## src/rtl/memory_fifo_unit.sv

```systemverilog
// DEPTH x WIDTH synchronous FIFO with level/full/empty and sticky ovf/udf; 1-cycle rden->dout.
// No backpressure: a write to a full FIFO is dropped (or evicts the oldest entry when OVERWRITE=1).
module memory_fifo_unit #(
    parameter int WIDTH     = 35,
    parameter int DEPTH     = 8,
    parameter bit OVERWRITE = 1'b0,
    localparam int AW       = $clog2(DEPTH)
) (
    input  logic             clk,
    input  logic             arst,
    input  logic             wren,
    input  logic [WIDTH-1:0] din,
    input  logic             rden,
    input  logic             clr_flags,
    output logic [WIDTH-1:0] dout,
    output logic             dvalid,
    output logic             full,
    output logic             empty,
    output logic [AW:0]      level,
    output logic             ovf,
    output logic             udf
);

    localparam logic [AW:0]   FULL_LVL = (AW+1)'(DEPTH);
    localparam logic [AW:0]   LVL_ONE  = (AW+1)'(1);
    localparam logic [AW-1:0] PTR_ONE  = AW'(1);

    logic [WIDTH-1:0] mem [DEPTH];
    logic [AW-1:0]    wr_ptr;
    logic [AW-1:0]    rd_ptr;
    logic             rd_ok;
    logic             wr_ok;
    logic             ovf_evt;
    logic             udf_evt;
    logic             evict;

    assign full  = (level == FULL_LVL);
    assign empty = (level == '0);

    // A full FIFO can still take a write when a read frees a slot the same cycle.
    always_comb begin
        rd_ok   = rden && !empty;
        wr_ok   = wren && (!full || rden);
        ovf_evt = wren && full && !rden;
        udf_evt = rden && empty;
        evict   = OVERWRITE && ovf_evt;
    end

    always_ff @(posedge clk) begin
        if (arst) begin
            wr_ptr <= '0;
            rd_ptr <= '0;
            level  <= '0;
            dout   <= '0;
            dvalid <= 1'b0;
            ovf    <= 1'b0;
            udf    <= 1'b0;
        end else begin
            dvalid <= rd_ok;
            if (rd_ok) begin
                dout <= mem[rd_ptr];
            end
            if (wr_ok || evict) begin
                wr_ptr <= wr_ptr + PTR_ONE;
            end
            // Eviction advances the read side too, so level stays pinned at DEPTH.
            if (rd_ok || evict) begin
                rd_ptr <= rd_ptr + PTR_ONE;
            end
            if (wr_ok && !rd_ok) begin
                level <= level + LVL_ONE;
            end else if (rd_ok && !wr_ok) begin
                level <= level - LVL_ONE;
            end
            if (ovf_evt) begin
                ovf <= 1'b1;
            end else if (clr_flags) begin
                ovf <= 1'b0;
            end
            if (udf_evt) begin
                udf <= 1'b1;
            end else if (clr_flags) begin
                udf <= 1'b0;
            end
        end
    end

    // Storage is not reset; reset only blocks the write that cycle.
    always_ff @(posedge clk) begin
        if (!arst && (wr_ok || evict)) begin
            mem[wr_ptr] <= din;
        end
    end

endmodule

```

## config.mk

```make
export PLATFORM = sky130hd
export DESIGN_NAME = memory_fifo_unit
export DESIGN_NICKNAME = d
export VERILOG_FILES = /design/src/rtl/memory_fifo_unit.sv
export SDC_FILE = /design/constraint.sdc
export NUM_CORES = 1
export LEC_CHECK = 0
export CORE_MARGIN = 2
export CORE_UTILIZATION = 53
export DETAILED_ROUTE_END_ITERATION = 12
export PLACE_DENSITY_LB_ADDON = 0.08
export SLEW_MARGIN = 20
export SYNTH_ARGS = -nofsm -noshare
export SYNTH_HDL_FRONTEND = slang
export SYNTH_SLANG_ARGS = --single-unit
```

## constraint.sdc

```tcl
create_clock -name clk -period 4.1 [get_ports clk]
set_clock_uncertainty 0.1 [all_clocks]
set_input_delay 0.41 -clock clk [delete_from_list [all_inputs] [get_ports clk]]
set_output_delay 0.41 -clock clk [all_outputs]
set_load 0.02 [all_outputs]
```

==> results.sh <==
export IMPL_cts_tree="yes"
export IMPL_powerDensity_nw_per_um2=631
export IMPL_initial_core_util=0.541
export IMPL_synth_largest_area_cell="edfxtp_1"
export IMPL_setup_viol=0
export IMPL_cp_num_buf_inv=2
export IMPL_cp_slowest_cell="or4b_4"
export IMPL_grt_pass1_vias=6484
export IMPL_crit_type="flip-flop to flip-flop"
export IMPL_clock_sinks=328
export IMPL_routabilityCongestion=0.745
export IMPL_critPathMaxFanout=7
export IMPL_layout_drive_gt1_share=0.258
export IMPL_postSynthAreaPerCell_sq_um=20.2
export IMPL_drt_iter0_drc=466
export IMPL_route_detailed_drc=0
export IMPL_power_internal_mw=6.81
export IMPL_ctsResizeCount=0
export IMPL_cts_max_level=2
export IMPL_switching_power_mw=2.44
export IMPL_end_kind="flip-flop"
export IMPL_synthCells=608
export IMPL_clk_latency_ps=510
export IMPL_cap_violations=0
export IMPL_total_leakage_power_nw=4.71
export IMPL_mostFrequentLayoutCell="edfxtp_1"
export IMPL_fin_nets=760
export IMPL_vias_per_cell=5.85
export IMPL_placed_cells=962
export IMPL_die_area_sq_um=24400
export IMPL_root_buffer="clkbuf_16"
export IMPL_holdWs_ps=97.9
export IMPL_max_stage_delay_ps=620
export IMPL_ys_ff_latch=328
export IMPL_seq_area_frac_synth=0.763
export IMPL_yosys_warnings=0
export IMPL_synth_area_leaders="edfxtp_1 68%, mux4_2 13%, dfxtp_1 7.8%, nor3_2 2.4%, o22ai_1 1.8%"
export IMPL_routedWlPerCell_um=23.5
export IMPL_pin_count=84
export IMPL_worstPathRequired_ps=4380
export IMPL_cts_made_buffers=34
export IMPL_synth_top_area_share=0.685
export IMPL_final_cell_mix="280 x edfxtp_1, 82 x clkdlybuf4s50_1, 70 x mux4_2"
export IMPL_ir_drop_v=0.000408
export IMPL_switching_share=0.264
export IMPL_max_freq_mhz=323
export IMPL_hold_path_class="input pin to flip-flop"
export IMPL_hpwl_um=13600
export IMPL_grt_pass1_wl_um=37600
export IMPL_synth_distinct_cells=35
export IMPL_die_x_um=156
export IMPL_syn_nets=654
export IMPL_coreArea_sq_um=22700
export IMPL_synth_edf_count=280
export IMPL_grt_overflow=0
export IMPL_stdcell_count=1022
export IMPL_grt_max_degree=73
export IMPL_place_area_sq_um=13500
export IMPL_critPathTopFamily="compound AO/OA/AOI/OAI gates"
export IMPL_hold_buffers=0
export IMPL_slew_headroom=0.432
export IMPL_seq_power_share=0.446
export IMPL_power_frac_clock=0.335
export IMPL_cts_buffer_depth=3
export IMPL_critPathMostFrequentCell="ha_1"
export IMPL_combinationalPowerShare=0.220
export IMPL_vias=5983
export IMPL_grtUsageTotal=0.209
export IMPL_n_antenna_cell=0
export IMPL_dr_pass1_iters=4
export IMPL_path_cells="or4b_4 > o21ai_4 > inv_2 > ha_1 > inv_1 > ha_1 > a21oi_1 > a211oi_1 > a31oi_1 > mux2_2"
export IMPL_rsz0062_at_grt="no"
export IMPL_antenna_found_initial=1
export IMPL_drt_total_wl_um=24100
export IMPL_setup_tns_ps=0
export IMPL_timing_final_crit_period_ps=3090
export IMPL_p_total_mw=9.24
export IMPL_async_reset_ff_frac=0
export IMPL_fp_row_count=55
export IMPL_layout_worst_path_cycle_share=0.754
export IMPL_status="finished, final reports clean"
export IMPL_post_cts_setup_buffers=0
export IMPL_worst_setup_path_start_kind="flip-flop"
export IMPL_critPathArrivalTime_ps=3380
export IMPL_tightest_slew_ps=847
export IMPL_syn_cell_area_sq_um=12300
export IMPL_synthToLayoutAreaGrowth_pct=19.4
export IMPL_cts_clk_slew_worst_paths_ps=60
export IMPL_r2r_start="level[0]"
export IMPL_worstSetupStartpoint="level[0]"
export IMPL_drv_slew=0
export IMPL_antenna_left=0
export IMPL_die_h_um=156
export IMPL_hold_viol_final=0
export IMPL_io_buffer_count=83
export IMPL_synth_ff_type="edfxtp_1"
export IMPL_hold_path_startpoint="arst"
export IMPL_final_area_sq_um=14700
==> state kept, by name, indices dropped and copies added (netlist names) <==
name	count
mem	280
dout	35
level	4
rd_ptr	3
wr_ptr	3
dvalid	1
ovf	1
udf	1
==> path summary, 6_finish.rpt <==
check | end | slack (ps) | depth (start not counted)
max | level[3] | 1010 | 10
min | wr_ptr[0] | 100 | 2
max reg2reg | level[3] | 1010 | 10
min reg2reg | dout[5] | 400 | 2
==> layer usage <==
metal,GRT usage,part of all wire
met5,0,0.00050
met1,0.281,0.41
met2,0.354,0.50
met3,0.0408,0.067
met4,0.0572,0.014
==> power groups by stage <==
stage          clock network, mW  registers, mW  logic [mW]
6_report                    3.09           4.12        2.03
5_1_grt                     3.28           4.17        2.19
4_1_cts                     3.15           4.17        2.02
3_5_place_dp                   0           4.24        2.01
3_3_place_gp                   0           4.23        1.97
2_1_floorplan                  0           4.22        1.32
==> cells by family after synthesis <==
group                    synth area share
multiplexers                        0.130
adder cells (fa/ha/maj)           0.00673
buffers and inverters              0.0169
XOR/XNOR                          0.00428
AO/OA/AOI/OAI                      0.0251
flip-flops                          0.763
AND/OR/NAND/NOR                    0.0537
==> worst reg2reg max path, cell delays in order (launching register included) <==
cell      delay [ps]
dfxtp_1          400
or4b_4           620
o21ai_4          260
inv_2            100
ha_1             200
inv_1            140
ha_1             300
a21oi_1          220
a211oi_1         120
a31oi_1          170
mux2_2           340
==> through the flow <==
| step | setup WS, ps | utilization |
|---|---|---|
| 6_report | 1010 | 0.646 |
| 5_1_grt | 874 | 0.646 |
| 4_1_cts | 1040 | 0.644 |
| 3_5_place_dp | 862 | 0.594 |
| 3_3_place_gp | 946 | 0.594 |
| 2_1_floorplan | 162 | - |
==> cell usage after synthesis, types with 3 or more instances <==
cell type    n
xor2_1       3
xnor2_1      3
buf_4        6
nand2_1      8
nor2_1      55
edfxtp_1   280
nor3_2      30
nor3_1       9
clkbuf_1    14
dfxtp_1     48
buf_2        9
mux4_2      70
a21oi_1      6
ha_1         5
buf_6        4
o22ai_1     35
inv_1        3
nor2b_1      3
==> area by class of cell <==
type | count | area (sq um)
multi-input cells | 242 | 2750
clock buffers | 52 | 1060
fillers | 1567 | 8050
clock inverters | 7 | 83.8
repair buffers | 104 | 1020
well taps | 285 | 357
inverters | 4 | 15.0
flip-flops and latches | 328 | 9380
No activity file was read; power rests on OpenSTA's default activity.
